## config.mk

```make
export PLATFORM = sky130hd
export DESIGN_NAME = bcd_sweep_ctrl
export DESIGN_NICKNAME = d
export VERILOG_FILES = /design/src/rtl/bcd_sweep_ctrl.sv
export SDC_FILE = /design/constraint.sdc
export NUM_CORES = 1
export LEC_CHECK = 0
export CORE_MARGIN = 4
export CORE_UTILIZATION = 57
export CTS_CLUSTER_SIZE = 28
export DETAILED_ROUTE_END_ITERATION = 12
export GPL_TIMING_DRIVEN = 0
export HOLD_SLACK_MARGIN = 0.05
export PLACE_DENSITY_LB_ADDON = 0.05
export SETUP_SLACK_MARGIN = 0.15
export SLEW_MARGIN = 20
export SYNTH_ARGS = -nofsm -noshare
export SYNTH_HDL_FRONTEND = slang
export SYNTH_SLANG_ARGS = --single-unit
```

## constraint.sdc

```tcl
create_clock -name clk -period 2.2 [get_ports clk]
set_input_delay 0.22 -clock clk [delete_from_list [all_inputs] [get_ports clk]]
set_output_delay 0.22 -clock clk [all_outputs]
set_load 0.01 [all_outputs]
```

## src/rtl/bcd_sweep_ctrl.sv

```systemverilog
// Sequencing controller for a two-digit BCD up/down counter: button conditioning,
// tick prescaler, direction FSM (up / down / paused) and terminal-count wrap signalling.
module bcd_sweep_ctrl #(
  parameter int TICK_DIV     = 50_000_000,
  parameter int DEBOUNCE_CYC = 16
) (
  input  logic       clk,
  input  logic       rst_n,
  input  logic       btn_pause,
  input  logic       btn_mode,
  input  logic [3:0] ten,
  input  logic [3:0] one,
  output logic       cnt_en,
  output logic       ud,
  output logic       pause,
  output logic [1:0] mode,
  output logic       wrap
);

  localparam int PW = (TICK_DIV < 2) ? 1 : $clog2(TICK_DIV);
  localparam int DW = (DEBOUNCE_CYC < 2) ? 1 : $clog2(DEBOUNCE_CYC);
  localparam logic [PW-1:0] PRESC_MAX = PW'(TICK_DIV - 1);
  localparam logic [DW-1:0] DB_MAX    = DW'(DEBOUNCE_CYC - 1);

  localparam logic [1:0] M_UP    = 2'b00;
  localparam logic [1:0] M_DOWN  = 2'b01;
  localparam logic [1:0] M_SWEEP = 2'b10;

  typedef enum logic [1:0] {
    S_RUN_UP   = 2'd0,
    S_RUN_DOWN = 2'd1,
    S_PAUSED   = 2'd2
  } state_t;

  // Button vectors: bit 0 = pause, bit 1 = mode.
  logic [1:0]    w_btn;
  logic [1:0]    r_sync1;
  logic [1:0]    r_sync2;
  logic [1:0]    r_lvl;
  logic [1:0]    r_lvl_d;
  logic [1:0]    r_press;
  logic [DW-1:0] r_db_cnt [2];

  state_t        r_state;
  logic          r_saved_up;
  logic [PW-1:0] r_presc;
  logic [1:0]    r_mode;
  logic          r_ud;
  logic          r_pause;
  logic          r_wrap;

  state_t        w_state_nxt;
  logic [1:0]    w_mode_nxt;
  logic          w_saved_nxt;
  logic          w_rev;
  logic          w_cnt_en;
  logic          w_fb99;
  logic          w_fb00;
  logic          w_wrap_single;

  assign w_btn = {btn_mode, btn_pause};

  // Level flips only after DEBOUNCE_CYC consecutive samples disagree with it.
  always_ff @(posedge clk or negedge rst_n) begin
    if (!rst_n) begin
      r_sync1 <= '0;
      r_sync2 <= '0;
      r_lvl   <= '0;
      r_lvl_d <= '0;
      r_press <= '0;
      for (int b = 0; b < 2; b++) r_db_cnt[b] <= '0;
    end else begin
      r_sync1 <= w_btn;
      r_sync2 <= r_sync1;
      r_lvl_d <= r_lvl;
      r_press <= r_lvl & ~r_lvl_d;
      for (int b = 0; b < 2; b++) begin
        if (r_sync2[b] == r_lvl[b]) begin
          r_db_cnt[b] <= '0;
        end else if (r_db_cnt[b] == DB_MAX) begin
          r_lvl[b]    <= r_sync2[b];
          r_db_cnt[b] <= '0;
        end else begin
          r_db_cnt[b] <= r_db_cnt[b] + 1'b1;
        end
      end
    end
  end

  assign w_fb99        = (ten == 4'd9) && (one == 4'd9);
  assign w_fb00        = (ten == 4'd0) && (one == 4'd0);
  assign w_cnt_en      = (r_presc == PRESC_MAX) && (r_state != S_PAUSED);
  assign w_wrap_single = w_cnt_en && (((r_mode == M_UP) && w_fb99) ||
                                      ((r_mode == M_DOWN) && w_fb00));

  // Mode press resolves first, then pause, then the sweep reversal on the result.
  always_comb begin
    w_mode_nxt  = r_mode;
    w_state_nxt = r_state;
    w_saved_nxt = r_saved_up;
    w_rev       = 1'b0;

    if (r_press[1]) begin
      case (r_mode)
        M_SWEEP: w_mode_nxt = M_UP;
        M_UP:    w_mode_nxt = M_DOWN;
        default: w_mode_nxt = M_SWEEP;
      endcase
      if (r_state != S_PAUSED) begin
        if (w_mode_nxt == M_UP)        w_state_nxt = S_RUN_UP;
        else if (w_mode_nxt == M_DOWN) w_state_nxt = S_RUN_DOWN;
      end
    end

    if (r_press[0]) begin
      if (w_state_nxt == S_PAUSED) begin
        case (w_mode_nxt)
          M_UP:    w_state_nxt = S_RUN_UP;
          M_DOWN:  w_state_nxt = S_RUN_DOWN;
          default: w_state_nxt = r_saved_up ? S_RUN_UP : S_RUN_DOWN;
        endcase
      end else begin
        w_saved_nxt = (w_state_nxt == S_RUN_UP);
        w_state_nxt = S_PAUSED;
      end
    end

    if ((w_mode_nxt == M_SWEEP) && !w_cnt_en) begin
      if ((w_state_nxt == S_RUN_UP) && w_fb99) begin
        w_state_nxt = S_RUN_DOWN;
        w_rev       = 1'b1;
      end else if ((w_state_nxt == S_RUN_DOWN) && w_fb00) begin
        w_state_nxt = S_RUN_UP;
        w_rev       = 1'b1;
      end
    end
  end

  // Prescaler phase is frozen while paused so a resume keeps the tick cadence.
  always_ff @(posedge clk or negedge rst_n) begin
    if (!rst_n) begin
      r_state    <= S_RUN_UP;
      r_saved_up <= 1'b1;
      r_presc    <= '0;
      r_mode     <= M_SWEEP;
      r_ud       <= 1'b1;
      r_pause    <= 1'b0;
      r_wrap     <= 1'b0;
    end else begin
      if (r_state != S_PAUSED) begin
        r_presc <= (r_presc == PRESC_MAX) ? '0 : r_presc + 1'b1;
      end
      r_state    <= w_state_nxt;
      r_saved_up <= w_saved_nxt;
      r_mode     <= w_mode_nxt;
      r_ud       <= (w_state_nxt == S_RUN_UP) || ((w_state_nxt == S_PAUSED) && w_saved_nxt);
      r_pause    <= (w_state_nxt == S_PAUSED);
      r_wrap     <= w_rev;
    end
  end

  assign cnt_en = w_cnt_en;
  assign ud     = r_ud;
  assign pause  = r_pause;
  assign mode   = r_mode;
  assign wrap   = r_wrap | w_wrap_single;

endmodule

```

# --- After elaboration in Yosys (flattened, before gate mapping) ---
# Index checks and enable logic that the tools add are counted.
word_totals:
  ff_bits: 52
  latchBits: 0
  ramBits: 0
  romBits: 0
  out_inout_bits: 6
  mem_count: 0
op_classes:
  add_sub_neg: 3
  mul: 0
  n_div: 0
  order_cmp: 0
  eq_ne: 16
  shift: 0
  muxes: 24
  n_bitwise: 5
  reduce_logical: 23
op_table:
  columns: ["cell", "n"]
  rows:
  - ["adder 26 x 1 -> 26 bit (second input constant)", 1]
  - ["equality test 26 bit (second input constant)", 1]
  - ["two-way mux 26 bit", 1]
  - ["two-way mux 2 bit", 11]
  - ["equality test 4 bit (second input constant)", 4]
  - ["two-way mux 4 bit", 4]
  - ["zero test 2 bit", 6]
  - ["logical AND 1 bit", 10]
  - ["adder 4 x 1 -> 4 bit (second input constant)", 2]
  - ["equality test 2 x 1 -> 1 bit (second input constant)", 4]
  - ["equality test 2 bit (second input constant)", 4]
  - ["zero test 4 bit", 2]
  - ["two-way mux 1 bit", 6]
  - ["one-hot mux 2 bit (2 select lines)", 1]
  - ["AND reduction 2 bit", 2]
  - ["bitwise AND 2 bit", 1]
  - ["equality test 1 bit", 2]
  - ["logical OR 1 bit", 2]
  - ["!= test 2 bit (second input constant)", 1]
  - ["NOT 1 bit", 2]
  - ["NOT 2 bit", 1]
  - ["one-hot mux 1 bit (2 select lines)", 1]
  - ["zero test 1 bit", 1]
  - ["bitwise OR 1 bit", 1]

# --- Longest topological paths before layout ---
# Gate-level depths: netlist of the first run.
depth:
  ltp_word: 19
  mapped_depth: 7

# --- Worst setup path before layout of the first run ---
# Ideal clock, no wire load.
synth_timing:
  kind: "register to output"
  from: "register r_presc[0]"
  to: "output wrap"
  arrival_time_ns: 1.769
  required_time_ns: 1.980
  path_slack_ns: 0.211
  stages_incl_launch_ff: 7
  path_buffers: 0
  cell_sequence: "dfrtp_1 -> ha_1 -> nor4b_1 -> nand3_1 -> or4_4 -> inv_1 -> a41o_1"
synth_via:
  elab_chain_cells: 4
synth_rtl:
  columns: ["item", "line", "rtl"]
  rows:
  - ["from (decl)", "46", "logic [PW-1:0] r_presc;"]
  - ["from (signal assigned)", "151", "r_presc <= (r_presc == PRESC_MAX) ? '0 : r_presc + 1'b1;"]
  - ["equality test 26 bit", "92", "assign w_cnt_en = (r_presc == PRESC_MAX) && (r_state != S_PAUSED);"]
  - ["logical AND 1 bit", "92", null]
  - ["logical AND 1 bit", "93", "assign w_wrap_single = w_cnt_en && (((r_mode == M_UP) && w_fb99) ||"]
  - ["bitwise OR 1 bit", "166", "assign wrap = r_wrap | w_wrap_single;"]
  - ["to (decl)", "17", "output logic wrap"]
# Every way passes these cells.

# --- Final worst setup path of the first run ---
# Same ends and word-level chain as after synthesis.

==> impl_summary.log, run 1 <==
INFO  metric status = finished, violations left
INFO  metric violations = negative setup slack
INFO  metric stdcell_count = 318
INFO  metric vdd_ir_drop_max = 0.522 mV
INFO  metric final-max-slew-violation-count = 0
INFO  metric post_drt_via_cell_ratio = 5.81
INFO  metric yosys.area.top_type_share = 50.5%
INFO  metric max_clock_freq = 430 MHz
INFO  metric synth_top_family_by_area = simple AND/OR/NAND/NOR gates
INFO  metric cp_max_fo = 4
INFO  metric path_class = flop to output pin
INFO  metric cts_tree = yes
INFO  metric yosys-top-cells-area = dfrtp_1 (50%), xnor2_1 (5.0%), xor2_1 (5.0%)
INFO  metric globalRouteTotalUtil = 19.6%
INFO  metric filler_cell_count = 272
INFO  metric seq_area_frac_synth = 53.7%
INFO  metric design.die.area = 5370 um^2
INFO  metric r2r_start = r_presc[0]
INFO  metric globalRouteOverflowTotal = 0
INFO  metric regToRegSetupSlack = -0.07 ns
INFO  metric rr_endpoint = ud
INFO  metric worst_setup_hold_path_clk_slew = 0.10 ns
INFO  metric via_count_of_the_first_global_routing_pass = 1813
INFO  metric synth_common_cells = dfrtp_1 (49), nor2_1 (21), nand2_1 (15), nand3_1 (15)
INFO  metric initial_antenna_violation_count = 0
INFO  metric grt_pass1_wl = 8.18 mm
INFO  metric power.static_leakage = 1.35 nW
INFO  metric report.final.hold_viol_count = 0
INFO  metric synth_ff_type = dfrtp_1
INFO  metric synth-warning-count = 0
INFO  metric postLayoutSetupSlackWorst = -0.127 ns
INFO  metric min_period_over_period = 106%
INFO  metric place_congestion = 0.829
INFO  metric top_level_ports = 18
INFO  metric synth_most_common_cell = dfrtp_1
INFO  metric drtPass1Iterations = 4
INFO  metric synthXorXnorAreaFrac = 10.1%
INFO  metric fp.dieH = 73.3 um
INFO  metric reg_top3 = r_presc (26), r_db_cnt (8)
INFO  metric h-tree-depth = 2
INFO  metric worst_hold_slack_across_all_endpoints = 0.352 ns
INFO  metric port_buffers = 17
INFO  metric areaGrowthSynthToFinish = 23.2%
INFO  metric post-route-min-period = 2.33 ns
INFO  metric drt-wirelength-per-cell = 15.3 um
INFO  metric tritoncts_num_sinks = 52
INFO  metric vias = 1848
INFO  metric timing.hold.worst_endpoint = r_sync1[1]
INFO  metric synthCells = 226
INFO  metric largest_register_ff_count = 26
INFO  metric ff2ff_path_depth = 8
INFO  metric timing_worst_slew_pin_value = 0.742 ns
INFO  metric synth-edff-count = 0
INFO  metric holdCritPathClass = primary input to flop
INFO  metric setup_repair_after_global_routing_missed_its_margin = yes
INFO  metric ratio_of_cells_with_drive_above_1_in_the_final_layout = 21.6%
INFO  metric number_of_cells_on_the_worst_hold_path = 1
INFO  metric crit_path_start = r_presc[0]
INFO  metric power_per_cell_area = 734 nW/um^2
INFO  metric postSynthRegisterBits = 52
INFO  metric crit_arrival = 2.11 ns
INFO  metric maximum_number_of_pins_on_one_net_before_global_route_repair = 32
INFO  metric power.total = 2.20 mW
INFO  metric largest_register = r_presc
INFO  metric mappedNetlistNets = 241
INFO  metric simple_gate_share_of_the_synthesized_area = 23.8%
INFO  metric cap_viol_max_count = 0
INFO  metric design.core.area = 4060 um^2
INFO  metric ant_nets = 0
INFO  metric max_slew_margin = 50.1%
INFO  metric layout.core_utilization = 73.8%
INFO  metric holdCritStartpoint = btn_mode
INFO  metric num_antenna_cells = 0
INFO  metric clk-insertion-delay-late = 0.30 ns
INFO  metric drc_errors = 0
INFO  metric fin_skew = 0.00825 ns
INFO  metric synth.mux.area_fraction = 1.85%
INFO  metric root_buffer = clkbuf_8
INFO  metric avgSynthCellArea = 10.8 um^2
INFO  metric place_inst = 294
INFO  metric distinct_cell_type_count_after_synthesis = 41
INFO  metric chipWidth = 73.3 um
INFO  metric post_synth_fa_ha_maj_area_fraction = 1.54%
INFO  metric synth_compound_area_share = 7.42%
INFO  metric asyncSetResetFlopFracSynth = 100%
INFO  metric start_kind = flop
INFO  metric dp.final_hpwl = 3.20 mm
INFO  metric routed_wirelength = 4.85 mm
INFO  metric mappedNetlistArea = 2430 um^2
INFO  metric final-setup-viol-count = 4
INFO  metric timing.critical_path.to_type = output pin
INFO  metric clock_tree.buffer_depth = 2
INFO  metric numCtsBuffers = 5
INFO  metric synth_area_leader_cell = dfrtp_1
INFO  metric worst_ep_required_time = 1.98 ns
INFO  metric first_iter_violations = 98
INFO  metric initial_core_utilization = 59.9%
INFO  metric final_net_count = 282
INFO  metric fp-row-count = 23
[worst max-delay path, stage by stage, from the launching register on]
cell and delay, ns:
dfrtp_1 0.38, ha_2 0.19, nor4b_4 0.20, nand3_2 0.12, or4_4 0.53, inv_4 0.10, a41o_1 0.16, buf_2 0.13
[power breakdown]
| part | internal, mW | switching (mW) |
|---|---|---|
| combinational | 0.225 | 0.191 |
| clock | 0.337 | 0.318 |
| sequential | 1.04 | 0.0869 |
[final cells by class]
cell class	instances	area, um^2	share of cell area (%)
clock inverter	3	42.5	1.42
inverter	7	28.8	0.961
sequential	52	1310	43.6
tap	50	62.6	2.09
clock buffer	5	68.8	2.30
timing repair buffer	34	315	10.5
buffer	3	20.0	0.669
multi-input combinational	164	1150	38.4
[placed cells by master, fill, tap and decap left out, drive strengths merged, types with 8 or more instances in the layout]
cell	instances
buf	20
xnor2	14
nand3	15
clkdlybuf4s50	14
nand4	8
nor2	21
xor2	14
dfrtp	49
o21ai	9
nand2	15
[per-stage QoR]
step,worst slack (ns),TNS (ns),instance area (um^2)
5_1_grt,-0.222,-0.615,2990
6_report,-0.127,-0.249,2990
4_1_cts,-0.119,-0.182,2910
3_5_place_dp,-0.597,-1.11,2680
2_1_floorplan,0.211,0,2430
3_3_place_gp,-0.592,-24.30,2660
[repair_timing]
item | in CTS | in global routing
gates cloned | 0 | 1
setup endpoints to repair | 15 | 22
setup buffers | 10 | 4
resized for setup | 22 | 14
pin swaps | 6 | 1
endpoints found under the hold margin | 21 | 0
hold buffers | 1 | 0
[cells by family after synthesis]
family          Yosys count
simple gates            102
compound gates           27
xor+xnor                 28
flops                    52
buf+inv                  10
mux                       4
fa+ha+maj                 3
[how the worst max path moves through the flow]
stage	endpoint	slack [ns]
after floorplan	wrap	0.21
after global placement	cnt_en	-0.59
after detailed placement	cnt_en	-0.60
after CTS	wrap	-0.12
after global routing	wrap	-0.22
final	wrap	-0.13
[metal layers]
metal / wire, um / share of wire [%] / track usage, %
met4: 65 / 1.3 / 7.04
met2: 2500 / 51 / 32.4
met1: 2100 / 43 / 25.7
met3: 187 / 3.9 / 3.69
met5: 0 / 0 / 0
(Power assumes the default switching activity.)
==> run 2: changes to the inputs <==
- GPL_TIMING_DRIVEN: 0 -> unset
==> impl_summary.log, run 2 (same netlist as run 1, synthesis figures left out) <==
INFO  metric status = finished, violations left
INFO  metric violations = negative setup slack
INFO  metric min_period_over_period = 103% (-2.5 points)
INFO  metric commonest_non_fill_non_tap_cells_in_the_layout = dfrtp_1 (49), buf_4 (41), nor2_1 (21)
INFO  metric wl_met2 = 2.61 mm (+4.4%)
INFO  metric timing.critical_path.slowest_stage_cell = or4_4
INFO  metric numCtsBuffers = 5 (unchanged)
INFO  metric chipWidth = 73.3 um (unchanged)
INFO  metric grt_pass1_wl = 8.66 mm (+5.9%)
INFO  metric highest_routed_layer = met4
INFO  metric max_slew_margin = 61.0% (+11 points)
INFO  metric initial_antenna_violation_count = 0 (unchanged)
INFO  metric postLayoutSetupSlackWorst = -0.0709 ns (+0.0560 ns)
INFO  metric ant_nets = 0 (unchanged)
INFO  metric design.core.area = 4060 um^2 (unchanged)
INFO  metric cap_viol_max_count = 0 (unchanged)
INFO  metric report.final.hold_viol_count = 0 (unchanged)
INFO  metric power_per_cell_area = 681 nW/um^2 (-7.2%)
INFO  metric place_congestion = 0.784 (-5.3%)
INFO  metric vdd_ir_drop_max = 0.620 mV (+19%)
INFO  metric worst_ep_required_time = 1.98 ns (about the same)
INFO  metric first_iter_violations = 150 (+53%)
INFO  metric vias = 1913 (+3.5%)
INFO  metric initial_core_utilization = 59.9% (unchanged)
INFO  metric ratio_of_cells_with_drive_above_1_in_the_final_layout = 24.8% (+3.2 points)
INFO  metric final-setup-viol-count = 2 (-2)
INFO  metric drt-wirelength-per-cell = 15.0 um (-1.5%)
INFO  metric via_count_of_the_first_global_routing_pass = 1981 (+9.3%)
INFO  metric layout_commonest_cell = dfrtp_1
INFO  metric maximum_number_of_pins_on_one_net_before_global_route_repair = 28 (-13%)
INFO  metric drtPass1Iterations = 4 (unchanged)
INFO  metric number_of_cells_on_the_worst_hold_path = 1 (unchanged)
INFO  metric largest_register = r_presc
INFO  metric final.setup.tns = -0.0899 ns (+0.159 ns)
INFO  metric timing_worst_slew_pin_value = 0.585 ns (-0.157 ns)
INFO  metric reg_top3 = r_presc (26), r_db_cnt (8)
INFO  metric wirelength_met1 = 2.27 mm (+7.9%)
INFO  metric filler_cell_count = 270 (-0.74%)
INFO  metric post-route-min-period = 2.27 ns (-0.0560 ns)
INFO  metric holdCritPathClass = primary input to flop
INFO  metric fp.dieH = 73.3 um (unchanged)
INFO  metric globalRouteOverflowTotal = 0 (unchanged)
INFO  metric root_buffer = clkbuf_8
INFO  metric final_net_count = 304 (+7.8%)
INFO  metric tritoncts_num_sinks = 52 (unchanged)
INFO  metric max_clock_freq = 440 MHz (+2.5%)
INFO  metric post_drt_via_cell_ratio = 5.63 (-3.2%)
INFO  metric routed_wirelength = 5.11 mm (+5.3%)
INFO  metric max_stage_delay = 0.52 ns (about the same)
INFO  metric post-place-ws = -0.310 ns (+0.287 ns)
INFO  metric design.die.area = 5370 um^2 (unchanged)
INFO  metric timing.critical_path.cells = ha_2, nor4b_4, nand3_1, or4_4, inv_4, a41o_1, buf_2
INFO  metric final-max-slew-violation-count = 0 (unchanged)
INFO  metric timing.critical_path.to_type = output pin
INFO  metric ff2ff_path_depth = 7 (-1)
INFO  metric clk-insertion-delay-late = 0.31 ns (about the same)
INFO  metric layout.core_utilization = 76.0% (+2.2 points)
INFO  metric cp_max_fo = 3 (-1)
INFO  metric worst_setup_hold_path_clk_slew = 0.10 ns (about the same)
INFO  metric cts_tree = yes
INFO  metric setup_repair_after_global_routing_missed_its_margin = yes
INFO  metric clock_tree.buffer_depth = 2 (unchanged)
INFO  metric power.static_leakage = 1.45 nW (+7.8%)
INFO  metric dp.final_hpwl = 3.87 mm (+21%)
INFO  metric areaGrowthSynthToFinish = 26.9%
INFO  metric crit_arrival = 2.05 ns (-0.06 ns)
INFO  metric port_buffers = 17 (unchanged)
INFO  metric routed-wl-met3 = 179 um (-4.3%)
INFO  metric drc_errors = 0 (unchanged)
INFO  metric largest_register_ff_count = 26 (unchanged)
INFO  metric path_class = flop to output pin
INFO  metric fin_skew = 0.0106 ns (+0.00231 ns)
INFO  metric fp-row-count = 23 (unchanged)
INFO  metric globalRouteTotalUtil = 21.1% (+1.5 points)
INFO  metric top_level_ports = 18 (unchanged)
INFO  metric start_kind = flop
INFO  metric h-tree-depth = 2 (unchanged)
INFO  metric worst_hold_slack_across_all_endpoints = 0.334 ns (-0.0178 ns)
INFO  metric num_antenna_cells = 0 (unchanged)
[run 2: final cells by class]
type | instances | area (um^2) | area share (%)
Clock buffer | 5 | 68.8 | 2.23
Clock inverter | 3 | 26.3 | 0.852
Inverter | 7 | 28.8 | 0.933
Multi-Input combinational cell | 164 | 1110 | 36.1
Sequential cell | 52 | 1310 | 42.3
Tap cell | 50 | 62.6 | 2.03
Timing Repair Buffer | 59 | 479 | 15.5
[run 2: worst paths after layout]
kind	startpoint	slack [ns]	to
min	btn_pause	0.33	r_sync1[0]
max	r_presc[1]	-0.07	wrap
max reg2reg	r_presc[1]	0.09	ud
min in group asynchronous	rst_n	0.44	r_presc[25]
max in group asynchronous	rst_n	1.08	mode[1]
min reg2reg	r_sync1[1]	0.37	r_sync2[1]
[run 2: worst max-delay path: cells and delay by family, from the launching register on]
family          cells  cell delay (ns)
compound gates      1             0.14
fa+ha+maj           1             0.19
buf+inv             2             0.22
flops               1             0.37
simple gates        3             0.82
[run 2: timing repair]
action / CTS / global route
pin swaps: 5 / 1
buffers inserted: 2 / 1
hold endpoints to repair: 25 / 0
endpoints found under the setup margin: 5 / 5
hold buffers: 1 / 0
gates resized for setup: 13 / 3
[run 2: where the power goes]
part	leakage, nW	total, mW	internal [mW]	switching, mW
sequential	0.685	1.11	1.04	0.0685
clock	0.0491	0.567	0.234	0.333
combinational	0.717	0.424	0.226	0.199
total	1.45	2.10	1.50	0.600
[run 2: stage by stage]
stage               power, mW  area, um^2  cells
floorplan                1.33        2430    226
finish                   2.10        3080    340
detailed placement       1.52        2930    328
global placement         1.49        2930    328
global route             2.24        3080    340
CTS                      2.11        3060    339
[run 2: layer usage]
layer | track usage [%] | vias up
li1 | - | 922
met1 | 27.6 | 955
met2 | 35.0 | 31
met3 | 4.51 | 5
met4 | 7.04 | 0
met5 | 0 | -
==> run 3: changes to the inputs <==
- clock period: 2.2 -> 2.3 ns (I/O delays scaled with it)
==> impl_summary.log, run 3 (same netlist as run 1, synthesis figures left out) <==
INFO  metric clock_tree.buffer_depth = 2 (unchanged)
INFO  metric vias = 1908 (-0.26%)
INFO  metric place_congestion = 0.821 (+4.7%)
INFO  metric post_drt_via_cell_ratio = 5.66 (+0.63%)
INFO  metric areaGrowthSynthToFinish = 26.5%
INFO  metric max_stage_delay = 0.52 ns (about the same)
INFO  metric cts_tree = yes
INFO  metric cap_viol_max_count = 0 (unchanged)
INFO  metric largest_register = r_presc
INFO  metric timing.critical_path.slowest_stage_cell = or4_4
INFO  metric final-setup-viol-count = 1 (-1)
INFO  metric layout_commonest_cell = dfrtp_1
INFO  metric holdCritPathClass = primary input to flop
INFO  metric timing.critical_path.to = wrap
INFO  metric routed_wirelength = 5.34 mm (+4.5%)
INFO  metric globalRouteTotalUtil = 22.9% (+1.8 points)
INFO  metric rr_endpoint = ud
INFO  metric vdd_ir_drop_max = 0.440 mV (-29%)
INFO  metric power_per_cell_area = 676 nW/um^2 (-0.67%)
INFO  metric design.core.area = 4060 um^2 (unchanged)
INFO  metric drt-wirelength-per-cell = 15.8 um (+5.4%)
INFO  metric reg_top3 = r_presc (26), r_db_cnt (8)
INFO  metric design.die.area = 5370 um^2 (unchanged)
INFO  metric ant_nets = 0 (unchanged)
INFO  metric drc_errors = 0 (unchanged)
INFO  metric crit_arrival = 2.09 ns (+0.04 ns)
INFO  metric max_slew_margin = 48.9% (-12 points)
INFO  metric holdCritStartpoint = btn_pause
INFO  metric status = finished, violations left
INFO  metric drtPass1Iterations = 4 (unchanged)
INFO  metric maximum_number_of_pins_on_one_net_before_global_route_repair = 27 (-3.6%)
INFO  metric path_class = flop to output pin
INFO  metric stdcell_count = 337 (-0.88%)
INFO  metric largest_register_ff_count = 26 (unchanged)
INFO  metric numCtsBuffers = 5 (unchanged)
INFO  metric crit_path_start = r_presc[1]
INFO  metric tritoncts_num_sinks = 52 (unchanged)
INFO  metric fin_skew = 0.0120 ns (+0.00147 ns)
INFO  metric root_buffer = clkbuf_8
INFO  metric start_kind = flop
INFO  metric worst_ep_required_time = 2.07 ns (+0.09 ns)
INFO  metric timing.critical_path.cells = ha_2, nor4b_4, nand3_2, or4_4, inv_4, a41o_1, buf_2
INFO  metric clk-insertion-delay-late = 0.32 ns (about the same)
INFO  metric post-place-ws = -0.209 ns (+0.101 ns)
INFO  metric final-max-slew-violation-count = 0 (unchanged)
INFO  metric num_antenna_cells = 0 (unchanged)
INFO  metric ff2ff_path_depth = 8 (+1)
INFO  metric timing_worst_slew_pin_value = 0.760 ns (+0.175 ns)
INFO  metric r2r_start = r_presc[1]
INFO  metric worst_hold_slack_across_all_endpoints = 0.353 ns (+0.0190 ns)
INFO  metric setup_repair_after_global_routing_missed_its_margin = yes
INFO  metric chipWidth = 73.3 um (unchanged)
INFO  metric min_period_over_period = 101%
INFO  metric globalRouteOverflowTotal = 0 (unchanged)
INFO  metric report.final.hold_viol_count = 0 (unchanged)
INFO  metric first_iter_violations = 104 (-31%)
INFO  metric violations = negative setup slack
INFO  metric dp.final_hpwl = 3.83 mm (-0.94%)
INFO  metric grt_pass1_wl = 9.40 mm (+8.6%)
INFO  metric via_count_of_the_first_global_routing_pass = 2007 (+1.3%)
INFO  metric top_level_ports = 18 (unchanged)
INFO  metric cp_max_fo = 3 (unchanged)
INFO  metric initial_core_utilization = 59.9% (unchanged)
INFO  metric max_clock_freq = 431 MHz
INFO  metric timing.critical_path.to_type = output pin
INFO  metric place_inst = 325 (-0.91%)
INFO  metric port_buffers = 17 (unchanged)
INFO  metric fp.dieH = 73.3 um (unchanged)
INFO  metric final_net_count = 301 (-0.99%)
INFO  metric power.static_leakage = 1.44 nW (-0.96%)
INFO  metric fp-row-count = 23 (unchanged)
INFO  metric post-route-min-period = 2.32 ns
INFO  metric commonest_non_fill_non_tap_cells_in_the_layout = dfrtp_1 (49), buf_4 (37), nor2_1 (21)
INFO  metric h-tree-depth = 2 (unchanged)
INFO  metric postLayoutSetupSlackWorst = -0.0184 ns (+0.0525 ns)
INFO  metric worst_setup_hold_path_clk_slew = 0.11 ns (about the same)
INFO  metric initial_antenna_violation_count = 0 (unchanged)
INFO  metric regToRegSetupSlack = 0.02 ns (-0.07 ns)
INFO  metric ratio_of_cells_with_drive_above_1_in_the_final_layout = 24.7% (-0.089 points)
==> run 3: repair_timing <==
item,4_1_cts,5_1_grt
setup endpoints to repair,3,5
setup buffers,1,2
hold endpoints to repair,23,0
hold buffers,1,0
pin swaps,5,2
resized for setup,14,4
==> run 3: area by class of cell <==
cell class,count,area [um^2]
fillers,281,983
clock buffers,5,68.8
repair buffers,56,460
well taps,50,62.6
flip-flops and latches,52,1310
clock inverters,3,28.8
inverters,7,28.8
multi-input cells,164,1120
==> run 3: worst min-delay path by stage <==
stage,end,depth (start not counted)
6_report,r_sync1[0],1
5_1_grt,r_sync1[0],1
4_1_cts,r_sync1[0],1
3_5_place_dp,r_presc[25],1
3_3_place_gp,r_presc[18],1
2_1_floorplan,mode[0],0
==> run 3: critical path, delay by kind of cell, from the launching register on <==
kind	cells	cell delay [ns]
simple gates	3	0.85
flops	1	0.38
buf+inv	2	0.22
fa+ha+maj	1	0.19
compound gates	1	0.14
==> run 3: metrics by stage <==
stage	instance area (um^2)	power, mW	setup TNS [ns]	util [%]
finish	3070	2.08	-0.0184	75.8
global route	3070	2.20	-0.181	75.8
CTS	3040	2.07	-0.00498	74.9
detailed placement	2910	1.47	-0.368	71.7
global placement	2910	1.44	-0.336	71.7
floorplan	2430	1.27	0	-
==> run 3: per-layer routing <==
layer  vias up  track usage (%)  wire length, um
li1        922                -                -
met1       951             30.8             2340
met2        29             36.5             2780
met3         6             4.51              150
met4         0             9.26               68
met5         -                0                0
==> run 3: power by group <==
| group | internal [mW] | switching [mW] | total, mW |
|---|---|---|---|
| Sequential | 0.994 | 0.0642 | 1.06 |
| Clock | 0.230 | 0.331 | 0.561 |
| Combinational | 0.238 | 0.222 | 0.460 |
